===== src/rtl/button_debouncer.sv =====
// Debounces N raw button inputs on a shared 1 ms tick, producing clean levels plus press/release pulses.
// Optional long-press detection is built when BUTTON_DEBOUNCER_LONG_PRESS_EN is defined.

module button_debouncer_chan #(
    parameter int DEBOUNCE_MS   = 20,
    parameter int LONG_PRESS_MS = 1000,
    parameter int CW            = 5
) (
    input  logic i_clk,
    input  logic i_rst,
    input  logic i_s,
    input  logic i_tick,
    output logic o_level,
    output logic o_press,
    output logic o_release,
    output logic o_long
);
    typedef enum logic [1:0] {IDLE, PRESS_WAIT, PRESSED, RELEASE_WAIT} state_t;

    localparam logic [CW-1:0] DB_C = CW'(DEBOUNCE_MS);

    state_t          r_state;
    logic [CW-1:0]   r_cnt;
    logic            r_level;
    logic            r_press;
    logic            r_release;
    logic [CW-1:0]   w_cnt_inc;
    logic            w_done;

    assign w_cnt_inc = r_cnt + CW'(1);
    assign w_done    = i_tick && (w_cnt_inc == DB_C);

    if ((LONG_PRESS_MS <= DEBOUNCE_MS) || (LONG_PRESS_MS > 65535)) begin : g_bad_long
        $error("button_debouncer: LONG_PRESS_MS must be > DEBOUNCE_MS and <= 65535");
    end

    // An s change always wins over a coincident tick: the wait restarts.
    always_ff @(posedge i_clk) begin
        if (i_rst) begin
            r_state   <= IDLE;
            r_cnt     <= '0;
            r_level   <= 1'b0;
            r_press   <= 1'b0;
            r_release <= 1'b0;
        end else begin
            r_press   <= 1'b0;
            r_release <= 1'b0;
            case (r_state)
                IDLE: begin
                    if (i_s) begin
                        r_state <= PRESS_WAIT;
                        r_cnt   <= '0;
                    end
                end
                PRESS_WAIT: begin
                    if (!i_s) begin
                        r_state <= IDLE;
                    end else if (w_done) begin
                        r_state <= PRESSED;
                        r_cnt   <= '0;
                        r_level <= 1'b1;
                        r_press <= 1'b1;
                    end else if (i_tick) begin
                        r_cnt <= w_cnt_inc;
                    end
                end
                PRESSED: begin
                    if (!i_s) begin
                        r_state <= RELEASE_WAIT;
                        r_cnt   <= '0;
                    end
                end
                RELEASE_WAIT: begin
                    if (i_s) begin
                        r_state <= PRESSED;
                    end else if (w_done) begin
                        r_state   <= IDLE;
                        r_cnt     <= '0;
                        r_level   <= 1'b0;
                        r_release <= 1'b1;
                    end else if (i_tick) begin
                        r_cnt <= w_cnt_inc;
                    end
                end
                default: r_state <= IDLE;
            endcase
        end
    end

    assign o_level   = r_level;
    assign o_press   = r_press;
    assign o_release = r_release;

`ifdef BUTTON_DEBOUNCER_LONG_PRESS_EN
    localparam logic [15:0] LP_C = 16'(LONG_PRESS_MS);

    logic [15:0] r_hold;
    logic        r_long;
    logic [15:0] w_hold_inc;
    logic        w_holding;

    assign w_hold_inc = r_hold + 16'd1;
    assign w_holding  = (r_state == PRESSED) || (r_state == RELEASE_WAIT);

    // Saturating at LP_C makes the pulse fire once; only a fresh accepted press re-arms it.
    always_ff @(posedge i_clk) begin
        if (i_rst) begin
            r_hold <= '0;
            r_long <= 1'b0;
        end else begin
            r_long <= 1'b0;
            if ((r_state == PRESS_WAIT) && i_s && w_done) begin
                r_hold <= '0;
            end else if (i_tick && w_holding && (r_hold != LP_C)) begin
                r_hold <= w_hold_inc;
                if (w_hold_inc == LP_C) r_long <= 1'b1;
            end
        end
    end

    assign o_long = r_long;
`else
    assign o_long = 1'b0;
`endif
endmodule

module button_debouncer #(
    parameter int CLK_FREQ      = 12_000_000,
    parameter int N_BTN         = 4,
    parameter int DEBOUNCE_MS   = 20,
    parameter int ACTIVE_LOW    = 0,
    parameter int LONG_PRESS_MS = 1000
) (
    input  logic             CLK,
    input  logic             RST,
    input  logic [N_BTN-1:0] BTN_IN,
    output logic [N_BTN-1:0] BTN_LEVEL,
    output logic [N_BTN-1:0] BTN_PRESS,
    output logic [N_BTN-1:0] BTN_RELEASE,
    output logic [N_BTN-1:0] BTN_LONG
);
    localparam int TICK_P = CLK_FREQ / 1000;
    localparam int TW     = (TICK_P > 1) ? $clog2(TICK_P) : 1;
    localparam int CW     = (DEBOUNCE_MS > 0) ? $clog2(DEBOUNCE_MS + 1) : 1;

    localparam logic [TW-1:0]    TICK_LAST = TW'(TICK_P - 1);
    localparam logic [N_BTN-1:0] REL_LVL   = (ACTIVE_LOW != 0) ? {N_BTN{1'b1}} : {N_BTN{1'b0}};

    if (TICK_P < 2) begin : g_bad_tick
        $error("button_debouncer: CLK_FREQ/1000 must be >= 2");
    end
    if ((N_BTN < 1) || (N_BTN > 16)) begin : g_bad_nbtn
        $error("button_debouncer: N_BTN must be 1..16");
    end
    if ((DEBOUNCE_MS < 1) || (DEBOUNCE_MS > 255)) begin : g_bad_db
        $error("button_debouncer: DEBOUNCE_MS must be 1..255");
    end

    logic [N_BTN-1:0] r_sync1;
    logic [N_BTN-1:0] r_sync2;
    logic [TW-1:0]    r_tick_cnt;
    logic [N_BTN-1:0] w_s;
    logic             w_tick;

    // Sync flops reset to the released pin level so reset never looks like a press.
    always_ff @(posedge CLK) begin
        if (RST) begin
            r_sync1 <= REL_LVL;
            r_sync2 <= REL_LVL;
        end else begin
            r_sync1 <= BTN_IN;
            r_sync2 <= r_sync1;
        end
    end

    assign w_s = r_sync2 ^ REL_LVL;

    always_ff @(posedge CLK) begin
        if (RST) begin
            r_tick_cnt <= '0;
        end else if (r_tick_cnt == TICK_LAST) begin
            r_tick_cnt <= '0;
        end else begin
            r_tick_cnt <= r_tick_cnt + TW'(1);
        end
    end

    assign w_tick = (r_tick_cnt == TICK_LAST);

    for (genvar g = 0; g < N_BTN; g++) begin : g_chan
        button_debouncer_chan #(
            .DEBOUNCE_MS   (DEBOUNCE_MS),
            .LONG_PRESS_MS (LONG_PRESS_MS),
            .CW            (CW)
        ) u_chan (
            .i_clk     (CLK),
            .i_rst     (RST),
            .i_s       (w_s[g]),
            .i_tick    (w_tick),
            .o_level   (BTN_LEVEL[g]),
            .o_press   (BTN_PRESS[g]),
            .o_release (BTN_RELEASE[g]),
            .o_long    (BTN_LONG[g])
        );
    end
endmodule


===== config.mk =====
export PLATFORM = sky130hd
export DESIGN_NAME = button_debouncer
export DESIGN_NICKNAME = d
export VERILOG_FILES = /design/src/rtl/button_debouncer.sv
export SDC_FILE = /design/constraint.sdc
export NUM_CORES = 1
export LEC_CHECK = 0
export ABC_AREA = 1
export CAP_MARGIN = 30
export CORE_MARGIN = 8
export CORE_UTILIZATION = 42
export CTS_CLUSTER_SIZE = 14
export DETAILED_ROUTE_END_ITERATION = 10
export GPL_TIMING_DRIVEN = 0
export PLACE_DENSITY = 0.68
export SLEW_MARGIN = 30
export SYNTH_ARGS = -nofsm -noshare
export SYNTH_HDL_FRONTEND = slang
export SYNTH_HIERARCHICAL = 1
export SYNTH_SLANG_ARGS = --single-unit

===== constraint.sdc =====
create_clock -name CLK -period 2.17 [get_ports CLK]
set_clock_uncertainty 0.2 [all_clocks]
set_input_delay 0.3255 -clock CLK [delete_from_list [all_inputs] [get_ports CLK]]
set_output_delay 0.3255 -clock CLK [all_outputs]
set_load 0.05 [all_outputs]

==> out/results.txt, run 1 <==
Post-synth EDFFs: 0
CP max stage delay: 380 ps
Commonest cells post-synth: nand2_1, dfxtp_1, inv_1
count leader, synth: nand2_1
Worst Setup SP: r_tick_cnt[0]
Fillers: 681
DRC: 0
Die H: 100 µm
post-synthesis async set-or-reset flop share: 0%
syn nets: 420
Post-synth top flop: dfxtp_1
Die ar.: 10,000 µm²
I/O pins: 22
switching share of power: 24.7%
Synth cell types: 27
FMAX: 493 MHz
Critical Path Stages: 10
final period utilization: 93.5%
Max IR drop VDD: 0.568 mV
combinational power share: 8.7%
final hold violation count: 0
Crit Path Max Fanout: 7
via count: 2,609
worst-case reg-to-reg path depth: 10
Cell Int Power: 0.00176 W
clock power share: 39.8%
worst path cell trace: ha_2 > nand3_2 > nor2_2 > nand2_2 > clkinvlp_4 > inv_1 > a21oi_4 > buf_4 > o21ai_0 > a21oi_1
cell family with most CP delay: buffers and inverters
top cell type's share of synthesized area: 41.7%
flop and latch count out of synthesis: 62
worst flop-to-flop path startpoint: r_tick_cnt[0]
ant diodes: 0
hold path depth: 2
Initial Util: 43.6%
fraction of layout cells with a size suffix above 1: 16.9%
PnR worst setup slack: 142 ps
DP Worst Slack: -214 ps
crit path capture type: flop
initial drt markers: 99
outcome: completed
Worst-Skew Late Latency: 330 ps
GPL Wtd Cong: 0.858
Post-DRT Antenna Nets: 0
Clock Path Buffers: 2
die extent in x: 100 µm
number of I/O port buffers: 17
H-tree Lvls: 3
Critical Setup Path Class: flop to flop
max-slew headroom at the worst pin: 63.1%
Worst Max-Slew Pin Slew: 552 ps
Clock transition at path regs: 70 ps
Storage cell area: 1240 µm²
Leak: 1.41 nW
sequential area share after synthesis: 41.7%
P per Cell Area: 660 nW/µm²
Worst Path Required: 2230 ps
clk root buf: clkbuf_8
Setup crit start kind: flop
Layout area overhead: 18.7%
worst hold margin: 198 ps
cts-stage hold buffer count: 0
footprint of the multi-input gates: 1430 µm²
drt total wl: 5710 µm
largest net degree at the start of global routing: 14
cell row count: 30
CP max-delay cell: dfxtp_1
Final Cell Area: 3530 µm²
arrival time worst endpoint: 2090 ps
dpl hpwl: 4180 µm
Mapped Cells: 409
CTS tree: yes
CTS sink cnt: 62
max-cap check violation count: 0
Bufs and invs on worst path: 3
Synth area leader: dfxtp_1
setup violators final: 0
HP Start: r_sync1[3]
First-pass DRT Iterations: 4
Nets: 455
RSZ-0062 raised after global routing: true
first-pass GRT wire length: 10,400 µm
wire length per cell: 10.5 µm
Ys Warns: 6
core footprint: 6830 µm²
initial antenna violation count: 0
Overflow after GRT: 0
Post-Synthesis Mean Instance Area: 7.28 µm²
Net Sw Power: 0.000575 W
GRT Overall Usage: 12.8%
Hold Crit Class: flop to flop
Tmin final: 2030 ps
number of buffers created by CTS: 9
largest cells by area after synthesis: dfxtp_1, nand2_1, inv_1
Final Max Slew Viols: 0
vias in the first global route: 2,485
Synth Cell Area: 2980 µm²
placed inst area: 3270 µm²
Sequential Power Share: 51.5%
vias per cell: 4.79
[sequential cells by signal, summed over array words and instances, names as in the netlist, named ones only]
signal	count
g_chan.u_chan/o_release	4
g_chan.u_chan/r_state	4
g_chan.u_chan/r_cnt	20
r_sync1	4
g_chan.u_chan/o_press	4
r_sync2	4
r_tick_cnt	14
g_chan.u_chan/o_level	4
[worst register-to-register path: stages (launching register included)]
cell and delay, ps:
dfxtp_1 380, ha_2 230, nand3_2 130, nor2_2 140, nand2_2 100, clkinvlp_4 150
inv_1 130, a21oi_4 180, buf_4 140, o21ai_0 60, a21oi_1 120
[power groups by stage]
stage	Sequential, W	Combinational, W	Clock, W
finish	0.00120	0.000203	0.000929
global route	0.00120	0.000226	0.00102
CTS	0.00120	0.000191	0.000965
detailed placement	0.00123	0.000191	0
global placement	0.00122	0.000186	0
floorplan	0.00122	0.000152	0
[cell type report]
class                      instances  area share (%)
sequential                        62            35.1
inverter                          69            7.44
clock buffer                      13            4.78
buffer                            10            2.12
multi-input combinational        268            40.4
timing repair inverter             1           0.142
tap                               96            3.40
clock inverter                     3           0.496
timing repair buffer              23            6.09
[final timing paths]
check	slack, ps	end
max	140	g_chan[0].u_chan/r_cnt[4]
max reg2reg	140	g_chan[0].u_chan/r_cnt[4]
min	200	r_sync2[3]
min reg2reg	200	r_sync2[3]
[cell families after synthesis]
group,after synthesis,share of synthesized area [%]
AOI/OAI and AO/OA,64,13.4
DFF,62,41.7
buffers and inverters,79,11.2
adders and majority gates,5,2.10
xor gates and xnor gates,9,2.65
other,4,0.504
and+or+nand+nor,186,28.4
[per-stage QoR]
step / utilization (%) / TNS, ps / power [W] / cells
after floorplan: - / 0 / 0.00137 / 409
after global placement: 47.8 / -4990 / 0.00141 / 522
after detailed placement: 47.8 / -6500 / 0.00142 / 522
after CTS: 51.0 / 0 / 0.00236 / 540
after global routing: 51.7 / -146 / 0.00245 / 545
final: 51.7 / 0 / 0.00233 / 545
[layout by cell type, fill, tap and decap left out, drive strengths merged]
cell           instances
xnor2                  2
a211oi                 4
nor3                   4
clkinv                 2
o21ai                 24
clkbuf                14
buf                   15
conb                   4
nor2                  55
nand3b                 1
xor2                   7
a31oi                  4
inv                   68
nand4                 13
clkdlybuf4s50         17
nand3                 36
nand2                 76
or2                    1
dfxtp                 62
a21oi                 32
clkinvlp               3
ha                     5
[what timing repair did]
item,CTS,global route
pin swaps,0,4
gates resized for setup,5,4
buffers inserted,1,5
gates cloned,1,0
endpoints found under the setup margin,32,28
[metal layers]
layer	track usage (%)	vias up	wire length (µm)
met5	0	-	0
met4	4.65	0	76
met3	5.67	6	295
met2	22.1	39	2790
met1	13.3	1197	2560
li1	-	1367	-
(Power assumes the default switching activity.)
==> run 2, diff against run 1 <==
CORE_MARGIN = 4   (was 8)
clock period = 2.4 ns   (was 2.17 ns; I/O delays follow)
==> run 2 against run 1 <==
Effect of this change:
- final area down 0.60%
- final cell count down 1.3%
- critical path type unchanged
- highest routed layer unchanged
- global-route usage up 1.0 points
- sequential share of layout area up 0.21 points
- fmax down 8.9%
==> out/results.txt, run 2 (synthesis results as in run 1) <==
Crit Path Max Fanout: 16 (was 7)
Hold Crit Class: flop to flop (unchanged)
most frequent cells in the layout: nand2_1, dfxtp_1, inv_1, nor2_1, nand3_1 (unchanged)
Clock Path Buffers: 2 (unchanged)
FMAX: 449 MHz (was 493 MHz)
Worst-Skew Late Latency: 340 ps (was 330 ps)
die extent in x: 92.2 µm (was 100 µm)
Max IR drop VDD: 0.492 mV (was 0.568 mV)
Nets: 448 (was 455)
vias per cell: 4.68 (was 4.79)
Tmin final: 2230 ps (was 2030 ps)
core footprint: 6830 µm² (unchanged)
Worst Max-Slew Pin Slew: 576 ps (was 552 ps)
H-tree Lvls: 3 (unchanged)
Total Power: 0.00231 W (was 0.00233 W)
post-CTS setup buffers: 0 (was 1)
initial drt markers: 132 (was 99)
via count: 2,519 (was 2,609)
worst path cell trace: ha_1 > nand3_1 > nor2_1 > nand2_1 > clkinvlp_4 > inv_1 > a21oi_4 > nand2_1 > nand2_1 > nand2_1 > a21oi_1 (was ha_2 > nand3_2 > nor2_2 > nand2_2 > clkinvlp_4 > inv_1 > a21oi_4 > buf_4 > o21ai_0 > a21oi_1)
PostCTS Resize Cnt: 0 (was 5)
I/O pins: 22 (unchanged)
Critical Setup Path Class: flop to flop (unchanged)
final period utilization: 92.8% (was 93.5%)
CP max stage delay: 370 ps (was 380 ps)
max-cap check violation count: 0 (unchanged)
RSZ-0062 raised after global routing: true (unchanged)
P per Cell Area: 657 nW/µm² (was 660 nW/µm²)
drt total wl: 5510 µm (was 5710 µm)
Largest register FFs: 20 (unchanged)
clk root buf: clkbuf_8 (unchanged)
initial antenna violation count: 0 (unchanged)
final hold violation count: 0 (unchanged)
Fillers: 682 (was 681)
Initial Util: 43.6% (unchanged)
TNS Setup: 0 ps (unchanged)
Top reg by flops: g_chan.u_chan/r_cnt (unchanged)
vias in the first global route: 2,227 (was 2,485)
CP dominant cell by count: nand2_1
Clock transition at path regs: 70 ps (about the same)
CP max-delay cell: dfxtp_1 (unchanged)
Util after Layout: 51.4% (was 51.7%)
Layout area overhead: 17.9% (was 18.7%)
setup violators final: 0 (unchanged)
fraction of layout cells with a size suffix above 1: 15.2% (was 16.9%)
dpl hpwl: 4020 µm (was 4180 µm)
Overflow after GRT: 0 (unchanged)
largest net degree at the start of global routing: 17 (was 14)
Storage cell area: 1240 µm² (unchanged)
wire length per cell: 10.2 µm (was 10.5 µm)
number of I/O port buffers: 17 (unchanged)
first-pass GRT wire length: 9460 µm (was 10,400 µm)
arrival time worst endpoint: 2310 ps (was 2090 ps)
Leak: 1.40 nW (was 1.41 nW)
largest registers: g_chan.u_chan/r_cnt (20), r_tick_cnt (14) (unchanged)
Die ar.: 8500 µm² (was 10,000 µm²)
crit path capture type: flop (unchanged)
outcome: completed (unchanged)
footprint of the multi-input gates: 1410 µm² (was 1430 µm²)
Worst Path Required: 2480 ps (was 2230 ps)
GRT Overall Usage: 13.8% (was 12.8%)
Die H: 92.2 µm (was 100 µm)
Setup crit start kind: flop (unchanged)
CTS tree: yes (unchanged)
max-slew headroom at the worst pin: 61.5% (was 63.1%)
cts-stage hold buffer count: 0 (unchanged)
CTS sink cnt: 62 (unchanged)
ant diodes: 0 (unchanged)
Post-DRT Antenna Nets: 0 (unchanged)
DRC: 0 (unchanged)
GPL Wtd Cong: 0.859 (was 0.858)
cell row count: 30 (unchanged)
First-pass DRT Iterations: 4 (unchanged)
Final Max Slew Viols: 0 (unchanged)
number of buffers created by CTS: 9 (unchanged)
commonest non-fill, non-tap cell in the layout: nand2_1 (unchanged)
==> run 2: per-layer routing <==
layer / up-vias / global-route usage (%) / share of wire, %
li1: 1360 / - / -
met1: 1114 / 16.1 / 47
met2: 35 / 22.9 / 47
met3: 10 / 5.82 / 4.8
met4: 0 / 4.08 / 1.3
met5: - / 0 / 0
==> run 2: final timing paths <==
path | startpoint | end | slack (ps) | cells after the start
setup / recovery | r_tick_cnt[0] | g_chan[2].u_chan/r_cnt[2] | 170 | 11
hold / removal | r_sync1[1] | r_sync2[1] | 200 | 2
setup reg to reg | r_tick_cnt[0] | g_chan[2].u_chan/r_cnt[2] | 170 | 11
hold reg to reg | r_sync1[1] | r_sync2[1] | 200 | 2
==> run 2: worst max-delay path, delay by kind of cell (launching register included) <==
kind            cells  cell delay, ps
buf+inv             2             400
flops               1             370
fa+ha+maj           1             220
simple gates        6             630
compound gates      2             350
==> run 2: power breakdown <==
part           total, W  internal, W  switching (W)
Sequential      0.00109      0.00106      0.0000252
Clock           0.00105     0.000641       0.000410
Combinational  0.000172    0.0000624       0.000109
==> run 2: layout make-up <==
| class | count | share of cell area (%) |
|---|---|---|
| inverters | 69 | 7.48 |
| clock inverters | 5 | 2.32 |
| flip-flops and latches | 62 | 35.3 |
| clock buffers | 11 | 4.31 |
| repair buffers | 17 | 4.85 |
| plain buffers | 10 | 2.14 |
| multi-input cells | 268 | 40.1 |
| well taps | 96 | 3.42 |
==> run 2: stage by stage <==
stage | hold slack, ps | cell area [µm²] | instances | worst slack (ps)
CTS | 199 | 3500 | 538 | 9.53
global route | 224 | 3510 | 538 | -1.77
detailed placement | 195 | 3270 | 522 | 18.6
finish | 197 | 3510 | 538 | 174
floorplan | 188 | 2980 | 409 | 408
global placement | 189 | 3270 | 522 | 47.0
